==> config.mk <==
export PLATFORM = sky130hd
export DESIGN_NAME = microblaze_bram_port_arbiter
export DESIGN_NICKNAME = d
export VERILOG_FILES = /design/src/rtl/microblaze_bram_port_arbiter.sv
export SDC_FILE = /design/constraint.sdc
export NUM_CORES = 1
export LEC_CHECK = 0
export ABC_CLOCK_PERIOD_IN_PS = 7800
export CAP_MARGIN = 20
export CORE_ASPECT_RATIO = 0.7
export CORE_MARGIN = 10
export CORE_UTILIZATION = 38
export DETAILED_ROUTE_END_ITERATION = 8
export MAX_ROUTING_LAYER = met4
export PLACE_DENSITY = 0.86
export SKIP_CTS_REPAIR_TIMING = 1
export SLEW_MARGIN = 30
export SYNTH_ARGS = -nofsm -noshare
export SYNTH_HDL_FRONTEND = slang
export SYNTH_SLANG_ARGS = --single-unit
==> constraint.sdc <==
create_clock -name BRAM_Clk -period 7.8 [get_ports BRAM_Clk]
set_input_delay 2.34 -clock BRAM_Clk [delete_from_list [all_inputs] [get_ports BRAM_Clk]]
set_output_delay 2.34 -clock BRAM_Clk [all_outputs]
set_load 0.05 [all_outputs]
==> src/rtl/microblaze_bram_port_arbiter.sv <==
// Round-robin arbiter sharing BRAM port B between two single-word requesters.
// Each transaction walks IDLE -> ACCESS -> CAPTURE -> ACK. Every output is a
// register, so no input reaches an output through combinational logic.
module microblaze_bram_port_arbiter #(
    parameter logic [31:0] C_BASEADDR    = 32'h0000_0000,
    parameter logic [31:0] C_MEMSIZE     = 32'h0000_2000,
    parameter int          C_PORT_DWIDTH = 32,
    parameter int          C_PORT_AWIDTH = 32,
    parameter int          C_NUM_WE      = 4
) (
    input  logic                     BRAM_Clk,
    input  logic                     BRAM_Rst,
    input  logic                     REQ0_Req,
    input  logic [0:C_NUM_WE-1]      REQ0_WE,
    input  logic [0:C_PORT_AWIDTH-1] REQ0_Addr,
    input  logic [0:C_PORT_DWIDTH-1] REQ0_WrData,
    output logic [0:C_PORT_DWIDTH-1] REQ0_RdData,
    output logic                     REQ0_Ack,
    output logic                     REQ0_Err,
    input  logic                     REQ1_Req,
    input  logic [0:C_NUM_WE-1]      REQ1_WE,
    input  logic [0:C_PORT_AWIDTH-1] REQ1_Addr,
    input  logic [0:C_PORT_DWIDTH-1] REQ1_WrData,
    output logic [0:C_PORT_DWIDTH-1] REQ1_RdData,
    output logic                     REQ1_Ack,
    output logic                     REQ1_Err,
    output logic                     BRAM_EN,
    output logic [0:C_NUM_WE-1]      BRAM_WEN,
    output logic [0:C_PORT_AWIDTH-1] BRAM_Addr,
    output logic [0:C_PORT_DWIDTH-1] BRAM_Dout,
    input  logic [0:C_PORT_DWIDTH-1] BRAM_Din
);

    typedef enum logic [1:0] {IDLE, ACCESS, CAPTURE, ACK} state_t;

    state_t state_q, state_d;
    logic   ptr_q, ptr_d;       // requester favoured when both ask at once
    logic   grant_q, grant_d;   // requester owning the current transaction
    logic   err_q, err_d;       // current transaction is out of range
    logic [0:C_NUM_WE-1] we_q, we_d;

    logic                     en_d;
    logic [0:C_NUM_WE-1]      wen_d;
    logic [0:C_PORT_AWIDTH-1] addr_d;
    logic [0:C_PORT_DWIDTH-1] dout_d;
    logic                     ack0_d, err0_d, ack1_d, err1_d;
    logic [0:C_PORT_DWIDTH-1] rd0_d, rd1_d;

    // Arbitration: a lone request always wins; the pointer only breaks ties.
    logic                     pick;
    logic [0:C_NUM_WE-1]      sel_we;
    logic [0:C_PORT_AWIDTH-1] sel_addr;
    logic [0:C_PORT_DWIDTH-1] sel_wrdata;
    logic [0:C_PORT_AWIDTH-1] sel_offset;
    logic                     in_range;
    logic [0:C_PORT_DWIDTH-1] capture_data;

    assign pick       = REQ1_Req & (~REQ0_Req | ptr_q);
    assign sel_we     = pick ? REQ1_WE     : REQ0_WE;
    assign sel_addr   = pick ? REQ1_Addr   : REQ0_Addr;
    assign sel_wrdata = pick ? REQ1_WrData : REQ0_WrData;

    // Unsigned wrap-around makes addresses below the base look huge, so a
    // single compare rejects both ends of the window.
    assign sel_offset = sel_addr - C_BASEADDR;
    assign in_range   = sel_offset < C_MEMSIZE;

    // Writes and rejected accesses return zero instead of stale port data.
    assign capture_data = (err_q || (we_q != '0)) ? '0 : BRAM_Din;

    // Next-state and next-output logic for the transaction sequencer.
    always_comb begin
        // NOTE: every signal gets a default first so no path leaves it unassigned and infers a latch.
        state_d = state_q;
        ptr_d   = ptr_q;
        grant_d = grant_q;
        err_d   = err_q;
        we_d    = we_q;
        en_d    = 1'b0;
        wen_d   = '0;
        addr_d  = '0;
        dout_d  = '0;
        ack0_d  = 1'b0;
        err0_d  = 1'b0;
        rd0_d   = '0;
        ack1_d  = 1'b0;
        err1_d  = 1'b0;
        rd1_d   = '0;
        case (state_q)
            IDLE: begin
                if (REQ0_Req || REQ1_Req) begin
                    state_d = ACCESS;
                    grant_d = pick;
                    ptr_d   = ~pick;
                    we_d    = sel_we;
                    err_d   = ~in_range;
                    if (in_range) begin
                        en_d   = 1'b1;
                        wen_d  = sel_we;
                        addr_d = {sel_addr[0:C_PORT_AWIDTH-3], 2'b00};
                        dout_d = sel_wrdata;
                    end
                end
            end
            ACCESS:  state_d = CAPTURE;
            CAPTURE: begin
                state_d = ACK;
                if (grant_q) begin
                    ack1_d = 1'b1;
                    err1_d = err_q;
                    rd1_d  = capture_data;
                end else begin
                    ack0_d = 1'b1;
                    err0_d = err_q;
                    rd0_d  = capture_data;
                end
            end
            ACK:     state_d = IDLE;
            default: state_d = IDLE;
        endcase
    end

    // Sequencer state, round-robin pointer and per-transaction context.
    always_ff @(posedge BRAM_Clk or posedge BRAM_Rst) begin
        if (BRAM_Rst) begin
            state_q <= IDLE;
            ptr_q   <= 1'b0;
            grant_q <= 1'b0;
            err_q   <= 1'b0;
            we_q    <= '0;
        end else begin
            // NOTE: non-blocking assignments let every register see pre-edge values, like real flops.
            state_q <= state_d;
            ptr_q   <= ptr_d;
            grant_q <= grant_d;
            err_q   <= err_d;
            we_q    <= we_d;
        end
    end

    // Registered BRAM port and requester response outputs.
    always_ff @(posedge BRAM_Clk or posedge BRAM_Rst) begin
        if (BRAM_Rst) begin
            BRAM_EN     <= 1'b0;
            BRAM_WEN    <= '0;
            BRAM_Addr   <= '0;
            BRAM_Dout   <= '0;
            REQ0_Ack    <= 1'b0;
            REQ0_Err    <= 1'b0;
            REQ0_RdData <= '0;
            REQ1_Ack    <= 1'b0;
            REQ1_Err    <= 1'b0;
            REQ1_RdData <= '0;
        end else begin
            BRAM_EN     <= en_d;
            BRAM_WEN    <= wen_d;
            BRAM_Addr   <= addr_d;
            BRAM_Dout   <= dout_d;
            REQ0_Ack    <= ack0_d;
            REQ0_Err    <= err0_d;
            REQ0_RdData <= rd0_d;
            REQ1_Ack    <= ack1_d;
            REQ1_Err    <= err1_d;
            REQ1_RdData <= rd1_d;
        end
    end

endmodule

==> flow_summary.ini, run 1 <==
[power_and_ir_drop]
finalPower_mw = 1.890
vdd.ir_drop.worst_uv = 148.7
p_per_area_nw_per_um2 = 206.2
p_leak_nw = 3.812

[floorplan]
rows = 36
die_area_sq_um = 19420
die_h_um = 119.6
start_util_pct = 38.71
core_sq_um = 13920
die_w_um = 162.3
ios = 309

[logic_synthesis]
syn_area_sq_um = 5388
ys.flop_type = dfrtp_1
yosysMostFrequentCell = dfrtp_1
yosysSeqAreaShare_pct = 66.88
synth_top_area_share_pct = 66.88
synth_cell_types = 29
avgSynthCellArea_sq_um = 12.27
synth-edff-count = 0
ys_ff_latch = 144
ys_top_cells_by_area = dfrtp_1, nand3_1, and2_1
synthesis.instances = 439
yosys.area.top_type = dfrtp_1
synth_common_cells = dfrtp_1, nand3_1, and2_1
synth_warnings = 0
async_flop_share_pct = 100.0

[clock_network]
clk_latency_ns = 0.41
h-tree-depth = 4
cts-root-buf = clkbuf_16
clockBufferDepth = 2
cts_tree = done
numCtsBuffers = 17
clkTransAtPathRegs_ns = 0.06
clock-sinks = 144

[placement]
gp_congestion = 0.8308
dp_hpwl_mm = 14.53
placed_area_sq_um = 8573
portBuffers = 302
dp.cells = 919
dp_slack_ns = 2.838

[grt]
grt_use_total_pct = 19.76
grt_max_degree = 93
overflow = 0
antenna_found_initial = 0
grt_pass1_wl_mm = 29.03
first_global_vias = 5072

[critical_path]
arrival_ns = 4.61
startpoint_type = input pin
cp_data_required_time_ns = 8.09
worstSetupEndpointType = register
path_max_fanout = 48
path_class = in -> reg

[sta]
setup_ws_ns = 3.483
finalWorstPathRequiredPeriod_ns = 4.317
tns_ns = 0
skew_ns = 0.008649
hold_viol_final = 0
setup_violations = 0
rsz0062_at_grt = false
fmax_mhz = 231.6
worstMarginPinSlew_ns = 0.9836
slew_viol_final = 0
relSlewSlack_pct = 34.42
period_share_pct = 55.35

[detailed_routing]
via_count = 4527
drtIter0Drc = 256
routedWlPerCell_um = 20.11
drt_first_pass_iters = 4
routed_wl_mm = 19.13
via_per_inst = 4.760
drc = 0
antenna_left = 0

[finish]
nNetsFinal = 922
fin_area_sq_um = 9168
num_antenna_cells = 0
stdcell_count = 951
regArea_sq_um = 3603
synthToLayoutAreaGrowth_pct = 70.16
nFillCells = 1000
multiInputGateArea_sq_um = 1683
final_layout_size_suffix_gt1_share_pct = 9.855

[flow_run]
max_cap_violations = 0

[run_status]
outcome = finished clean

[hold_path]
hold_path.class = reg -> reg
## state kept, by name (all words and copies together), names as in the netlist, 2 cells and up
| signal | flops |
|---|---|
| BRAM_Dout | 32 |
| state_q | 2 |
| BRAM_Addr | 30 |
| we_q | 4 |
| REQ0_RdData | 32 |
| REQ1_RdData | 32 |
| BRAM_WEN | 4 |
## stage by stage
step / utilization [%] / hold WS (ns)
global placement: 61.56 / 0.4698
finish: 65.87 / 0.4872
global route: 65.87 / 0.5217
floorplan: - / 0.4485
detailed placement: 61.60 / 0.4751
CTS: 65.83 / 0.4890
## metal layers
metal	vias up	track usage [%]	routed length [um]
met5	-	-	0
met1	2182	20.90	7126
met4	0	4.308	201
met2	235	33.69	9772
met3	22	8.641	2025
li1	2088	-	-
## report_power, final
part / leakage [nW] / total [mW] / internal, mW / switching (mW)
Sequential: 1.95 / 0.795 / 0.781 / 0.0144
Combinational: 1.58 / 0.300 / 0.132 / 0.168
Clock: 0.284 / 0.795 / 0.459 / 0.336
## cells in the final DEF, fill, tap and decap left out, types with 2 or more instances in the layout
master and n:
mux2i_1 4, nand3_1 94, nor3_1 2, clkinv_4 3, inv_6 5, inv_8 2
clkbuf_16 17, ha_1 2, nor2_1 4, buf_4 2, inv_1 2, a21oi_2 30
a21oi_1 17, nor4_1 8, mux2_2 2, and2_1 66, nand2_1 7, clkinvlp_4 2
conb_1 21, dfrtp_1 144, and3_1 4, clkdlybuf4s50_1 302, o21ai_0 6
## cell type report
type	instances	area share [%]
inverters	3	0.1774
multi-input cells	278	18.36
clock buffers	18	4.790
flip-flops and latches	144	39.31
well taps	190	2.593
repair buffers	304	33.14
clock inverters	14	1.638
## critical path, cell delays in order
cell and delay (ns):
clkdlybuf4s50_1 0.41, nor4_1 0.28, and4_2 0.94, a22oi_1 0.27, mux2_2 0.34
## final timing paths
check,startpoint,end,slack [ns],cells past startpoint
worst max-delay path,REQ0_Addr[5],err_q$_DFFE_PP0P_,3.48,5
worst min-delay path,we_q[2]$_DFFE_PP0P_,we_q[2]$_DFFE_PP0P_,0.49,2
worst max register to register,ptr_q$_DFFE_PP0P_,BRAM_Dout[28]$_DFF_PP0_,5.63,5
worst min register to register,we_q[2]$_DFFE_PP0P_,we_q[2]$_DFFE_PP0P_,0.49,2
max in group asynchronous,BRAM_Rst,BRAM_WEN[2]$_DFF_PP0_,4.08,3
min in group asynchronous,BRAM_Rst,REQ0_RdData[1]$_DFF_PP0_,2.46,2
## logic make-up after synthesis
kind of cell | Yosys count | synth area share (%)
DFF | 144 | 66.88
AOI/OAI and AO/OA | 58 | 8.012
adders and majority gates | 2 | 0.4644
and+or+nand+nor | 191 | 19.62
muxes | 6 | 1.161
buffers and inverters | 37 | 3.785
other | 1 | 0.06960
Note: power is estimated with default switching activity, not from simulation.
==> run 2, diff against run 1 <==
--- a/config.mk
+++ b/config.mk
@@ -5,14 +5,14 @@
 export SDC_FILE = /design/constraint.sdc
 export NUM_CORES = 1
 export LEC_CHECK = 0
-export ABC_CLOCK_PERIOD_IN_PS = 7800
+export ABC_CLOCK_PERIOD_IN_PS = 3790
 export CAP_MARGIN = 20
 export CORE_ASPECT_RATIO = 0.7
 export CORE_MARGIN = 10
-export CORE_UTILIZATION = 38
+export CORE_UTILIZATION = 34
 export DETAILED_ROUTE_END_ITERATION = 8
 export MAX_ROUTING_LAYER = met4
-export PLACE_DENSITY = 0.86
+export PLACE_DENSITY = 0.82
 export SKIP_CTS_REPAIR_TIMING = 1
 export SLEW_MARGIN = 30
 export SYNTH_ARGS = -nofsm -noshare
==> constraint.sdc (replaced) <==
create_clock -name BRAM_Clk -period 3.79 [get_ports BRAM_Clk]
set_input_delay 1.137 -clock BRAM_Clk [delete_from_list [all_inputs] [get_ports BRAM_Clk]]
set_output_delay 1.137 -clock BRAM_Clk [all_outputs]
set_load 0.05 [all_outputs]
==> run 2 against run 1 <==
Wire length shrank 1.9%. Non-clock buffer count grew 12. First-iteration DRC count grew 41%. Clock power grew 110%. Global-route usage shrank 1.8 points. Critical path depth is the same. Cell area grew 1.4%. Flip-flop and latch count is the same. Combinational power grew 110%. Cell count grew 2.4%.
==> flow_summary.ini, run 2 (synthesized netlist as in run 1, its figures left out) <==
[run_status]
outcome = finished clean

[floorplan]
die_w_um = 170.5
die_h_um = 125.3
core_sq_um = 15500
rows = 38
start_util_pct = 34.76
die_area_sq_um = 21360
ios = 309

[placement]
gp_congestion = 0.8209
portBuffers = 302
dp_slack_ns = 0.6200
dp.cells = 941
dp_hpwl_mm = 14.54

[sta]
slew_viol_final = 0
hold_viol_final = 0
holdWs_ns = 0.4766
fmax_mhz = 361.4
rsz0062_at_grt = false
worstMarginPinSlew_ns = 0.6452
period_share_pct = 73.00
skew_ns = 0.01379
setup_ws_ns = 1.023
tns_ns = 0
finalWorstPathRequiredPeriod_ns = 2.767
setup_violations = 0
relSlewSlack_pct = 56.99

[finish]
nNetsFinal = 934
final_common_cell = clkdlybuf4s50_1
nFillCells = 1268
reg_top3 = BRAM_Dout x32, REQ0_RdData x32, REQ1_RdData x32
synthToLayoutAreaGrowth_pct = 72.55
stdcell_count = 974
final_cell_mix = clkdlybuf4s50_1, dfrtp_1, nand3_1, and2_1, a21oi_2
final_layout_size_suffix_gt1_share_pct = 11.38

[grt]
grt_use_total_pct = 17.98
grt_pass1_wl_mm = 28.50
overflow = 0
grt_max_degree = 91
first_global_vias = 4937
antenna_found_initial = 1

[critical_path]
path_class = in -> reg
arrival_ns = 3.06
path_max_fanout = 24
startpoint_type = input pin
worstSetupEndpointType = register
cp_data_required_time_ns = 4.08

[clock_network]
clockBufferDepth = 2
clkTransAtPathRegs_ns = 0.06
h-tree-depth = 4
numCtsBuffers = 17
clk_latency_ns = 0.42
cts_tree = done
clock-sinks = 144
cts-root-buf = clkbuf_16

[detailed_routing]
drtIter0Drc = 362
routedWlPerCell_um = 19.26
antenna_left = 0
drt_first_pass_iters = 7
via_per_inst = 4.705
drc = 0
routed_wl_mm = 18.76
via_count = 4583

[power_and_ir_drop]
p_leak_nw = 3.882
vdd.ir_drop.worst_uv = 251.5
p_per_area_nw_per_um2 = 422.9

[flow_run]
max_cap_violations = 0

[hold_path]
hold_path.class = reg -> reg
-- run 2: power by group --
group	switching [mW]	internal (mW)	leakage (nW)
sequential	0.0289	1.61	1.95
combinational	0.342	0.290	1.65
clock	0.719	0.947	0.289
-- run 2: worst max-delay path, cell delays in order --
cell and delay (ns):
clkdlybuf4s50_1 0.40, nor4_1 0.30, and4_2 0.67, a22oi_1 0.26, mux2_2 0.30
-- run 2: path summary, 6_finish.rpt --
| path | from | to | slack, ns | depth (start not counted) |
|---|---|---|---|---|
| setup / recovery | REQ1_Addr[1] | err_q$_DFFE_PP0P_ | 1.02 | 5 |
| hold / removal | grant_q$_DFFE_PP0P_ | REQ0_Ack$_DFF_PP0_ | 0.48 | 1 |
| setup reg to reg | ptr_q$_DFFE_PP0P_ | BRAM_Dout[21]$_DFF_PP0_ | 2.03 | 5 |
| hold reg to reg | grant_q$_DFFE_PP0P_ | REQ0_Ack$_DFF_PP0_ | 0.48 | 1 |
| max in group asynchronous | BRAM_Rst | REQ1_RdData[1]$_DFF_PP0_ | 2.04 | 3 |
| min in group asynchronous | BRAM_Rst | REQ1_RdData[15]$_DFF_PP0_ | 1.19 | 3 |
-- run 2: through the flow --
stage	total power, mW	util, %	cell area, sq um
finish	3.932	59.98	9296
global route	4.103	59.98	9296
CTS	3.974	59.95	9293
detailed placement	2.302	56.18	8708
global placement	2.289	56.18	8707
floorplan	1.975	-	5466
-- run 2: layer usage --
| metal | up-vias | global-route usage (%) | share of wire [%] |
|---|---|---|---|
| li1 | 2115 | - | - |
| met1 | 2216 | 18.59 | 37 |
| met2 | 228 | 29.99 | 50 |
| met3 | 24 | 7.953 | 10 |
| met4 | 0 | 6.121 | 1.8 |
| met5 | - | - | 0 |
-- run 2: final cells by class --
class / count / area, sq um / share of cell area, %
Timing Repair Buffer: 316 / 3166 / 34.05
Clock buffer: 18 / 439.2 / 4.724
Tap cell: 200 / 250.2 / 2.692
Clock inverter: 14 / 145.1 / 1.561
Multi-Input combinational cell: 278 / 1675 / 18.02
Antenna cell: 1 / 2.502 / 0.02692
Inverter: 3 / 15.01 / 0.1615
Sequential cell: 144 / 3603 / 38.76
==> run 3, diff against run 2 <==
--- a/config.mk
+++ b/config.mk
@@ -5,7 +5,7 @@
 export SDC_FILE = /design/constraint.sdc
 export NUM_CORES = 1
 export LEC_CHECK = 0
-export ABC_CLOCK_PERIOD_IN_PS = 3790
+export ABC_CLOCK_PERIOD_IN_PS = 2500
 export CAP_MARGIN = 20
 export CORE_ASPECT_RATIO = 0.7
 export CORE_MARGIN = 10
==> constraint.sdc (replaced) <==
create_clock -name BRAM_Clk -period 2.5 [get_ports BRAM_Clk]
set_input_delay 0.75 -clock BRAM_Clk [delete_from_list [all_inputs] [get_ports BRAM_Clk]]
set_output_delay 0.75 -clock BRAM_Clk [all_outputs]
set_load 0.05 [all_outputs]
==> run 3 against run 2 <==
Setup slack got worse by 0.89 ns. Non-clock buffer count rose by 1. Clock power rose by 50%. Combinational power rose by 56%. Count of clock-buffer cells in the layout fell by 1. Flip-flop and latch count did not move.
==> flow_summary.ini, run 3 (synthesized netlist as in run 1, its figures left out) <==
[run_status]
outcome = finished clean

[floorplan]
rows = 38
core_sq_um = 15500
die_area_sq_um = 21360
die_h_um = 125.3
start_util_pct = 34.76
ios = 309
die_w_um = 170.5

[sta]
skew_ns = 0.009529
holdWs_ns = 0.4836
period_share_pct = 94.54
rsz0062_at_grt = false
finalWorstPathRequiredPeriod_ns = 2.364
worstMarginPinSlew_ns = 0.5582
setup_ws_ns = 0.1364
setup_violations = 0
hold_viol_final = 0
fmax_mhz = 423.1
slew_viol_final = 0
relSlewSlack_pct = 62.67

[grt]
top_usage_layer = met2
grt_use_total_pct = 17.77
first_global_vias = 5092
overflow = 0
globalRouteMet1Util_pct = 18.97
grt_max_degree = 56
antenna_found_initial = 1
grtUsageMet3_pct = 6.885
grt_pass1_wl_mm = 28.57
grt_use_met2_pct = 29.45

[detailed_routing]
drc = 0
drtIter0Drc = 459
drt_first_pass_iters = 4
routed_wl_mm = 18.84
via_per_inst = 4.638
via_count = 4522
routedWlPerCell_um = 19.32
antenna_left = 0

[critical_path]
critPathMaxStageDelay_ns = 0.84
path_buf_inv = 1
cp_cell_sequence = clkdlybuf4s50_1
path_max_fanout = 1
startpoint_type = register
arrival_ns = 1.61
worstSetupEndpointType = output pin
slowest_stage = clkdlybuf4s50_1
critPathTopFamily = buffers and inverters
cp_data_required_time_ns = 1.75
path_class = reg -> out

[clock_network]
clockBufferDepth = 2
clkTransAtPathRegs_ns = 0.07
cts-root-buf = clkbuf_16
h-tree-depth = 4
clock-sinks = 144
clk_latency_ns = 0.41
cts_tree = done
numCtsBuffers = 17

[finish]
regArea_sq_um = 3603
multiInputGateArea_sq_um = 1673
nNetsFinal = 935
final_layout_size_suffix_gt1_share_pct = 11.24
nFillCells = 1249
final_cell_mix = clkdlybuf4s50_1, dfrtp_1, nand3_1, and2_1, a21oi_2
reg_top3 = BRAM_Dout x32, REQ0_RdData x32, REQ1_RdData x32
final_common_cell = clkdlybuf4s50_1
synthToLayoutAreaGrowth_pct = 74.11

[flow_run]
max_cap_violations = 0

[placement]
portBuffers = 302
gp_congestion = 0.8533
dp_hpwl_mm = 14.50
dp_slack_ns = 0.05564

[power_and_ir_drop]
p_leak_nw = 3.916
vdd.ir_drop.worst_uv = 408.8
p_per_area_nw_per_um2 = 636.2
finalPower_mw = 5.967

[hold_path]
hold_path.class = reg -> reg
-- run 3: cell count changes in the layout (fill, tap and decap cells not counted), sizes merged --
cell | previous run | this run
buf | 14 | 15
inv | 10 | 13
bufinv | 1 | 0
clkinvlp | 2 | 1
clkbuf | 18 | 17
-- run 3: worst register-to-register path: cells and delay by family (launching register included) --
kind / cells / cell delay [ns]
fa+ha+maj: 1 / 0.22
buf+inv: 2 / 0.38
flops: 1 / 0.36
simple gates: 3 / 0.58
-- run 3: layer usage --
layer / share of wire (%) / vias up
met4: 1.9 / 0
met2: 51 / 221
met5: 0 / -
li1: - / 2116
met3: 9.3 / 23
met1: 38 / 2162
-- run 3: where the power goes --
group / leakage, nW / internal [mW] / total (mW) / switching [mW]
Combinational: 1.68 / 0.461 / 0.986 / 0.525
Sequential: 1.95 / 2.43 / 2.48 / 0.0433
Clock: 0.292 / 1.35 / 2.50 / 1.16
-- run 3: worst paths after layout --
| path | start | to | slack (ns) | cells after the start |
|---|---|---|---|---|
| max | BRAM_Dout[30]$_DFF_PP0_ | BRAM_Dout[30] | 0.14 | 1 |
| min | we_q[1]$_DFFE_PP0P_ | we_q[1]$_DFFE_PP0P_ | 0.48 | 2 |
| max reg2reg | state_q[0]$_DFFE_PP0P_ | REQ0_RdData[0]$_DFF_PP0_ | 0.89 | 6 |
| min reg2reg | we_q[1]$_DFFE_PP0P_ | we_q[1]$_DFFE_PP0P_ | 0.48 | 2 |
| max in group asynchronous | BRAM_Rst | BRAM_Dout[5]$_DFF_PP0_ | 1.23 | 3 |
| min in group asynchronous | BRAM_Rst | REQ0_RdData[15]$_DFF_PP0_ | 0.68 | 2 |
-- run 3: final cells by class --
type	count	area share (%)
Timing Repair Buffer	317	34.63
Multi-Input combinational cell	278	17.83
Antenna cell	1	0.02668
Sequential cell	144	38.42
Clock buffer	17	4.535
Tap cell	200	2.668
Clock inverter	15	1.734
Inverter	3	0.1601
-- run 3: per-stage QoR --
step / setup TNS (ns) / utilization (%) / std cells / cell area (sq um)
after floorplan: -7.926 / - / 459 / 5466
after global placement: 0 / 56.71 / 942 / 8790
after detailed placement: 0 / 56.71 / 942 / 8790
after CTS: 0 / 60.50 / 974 / 9378
after global routing: 0 / 60.52 / 975 / 9380
final: 0 / 60.52 / 975 / 9380
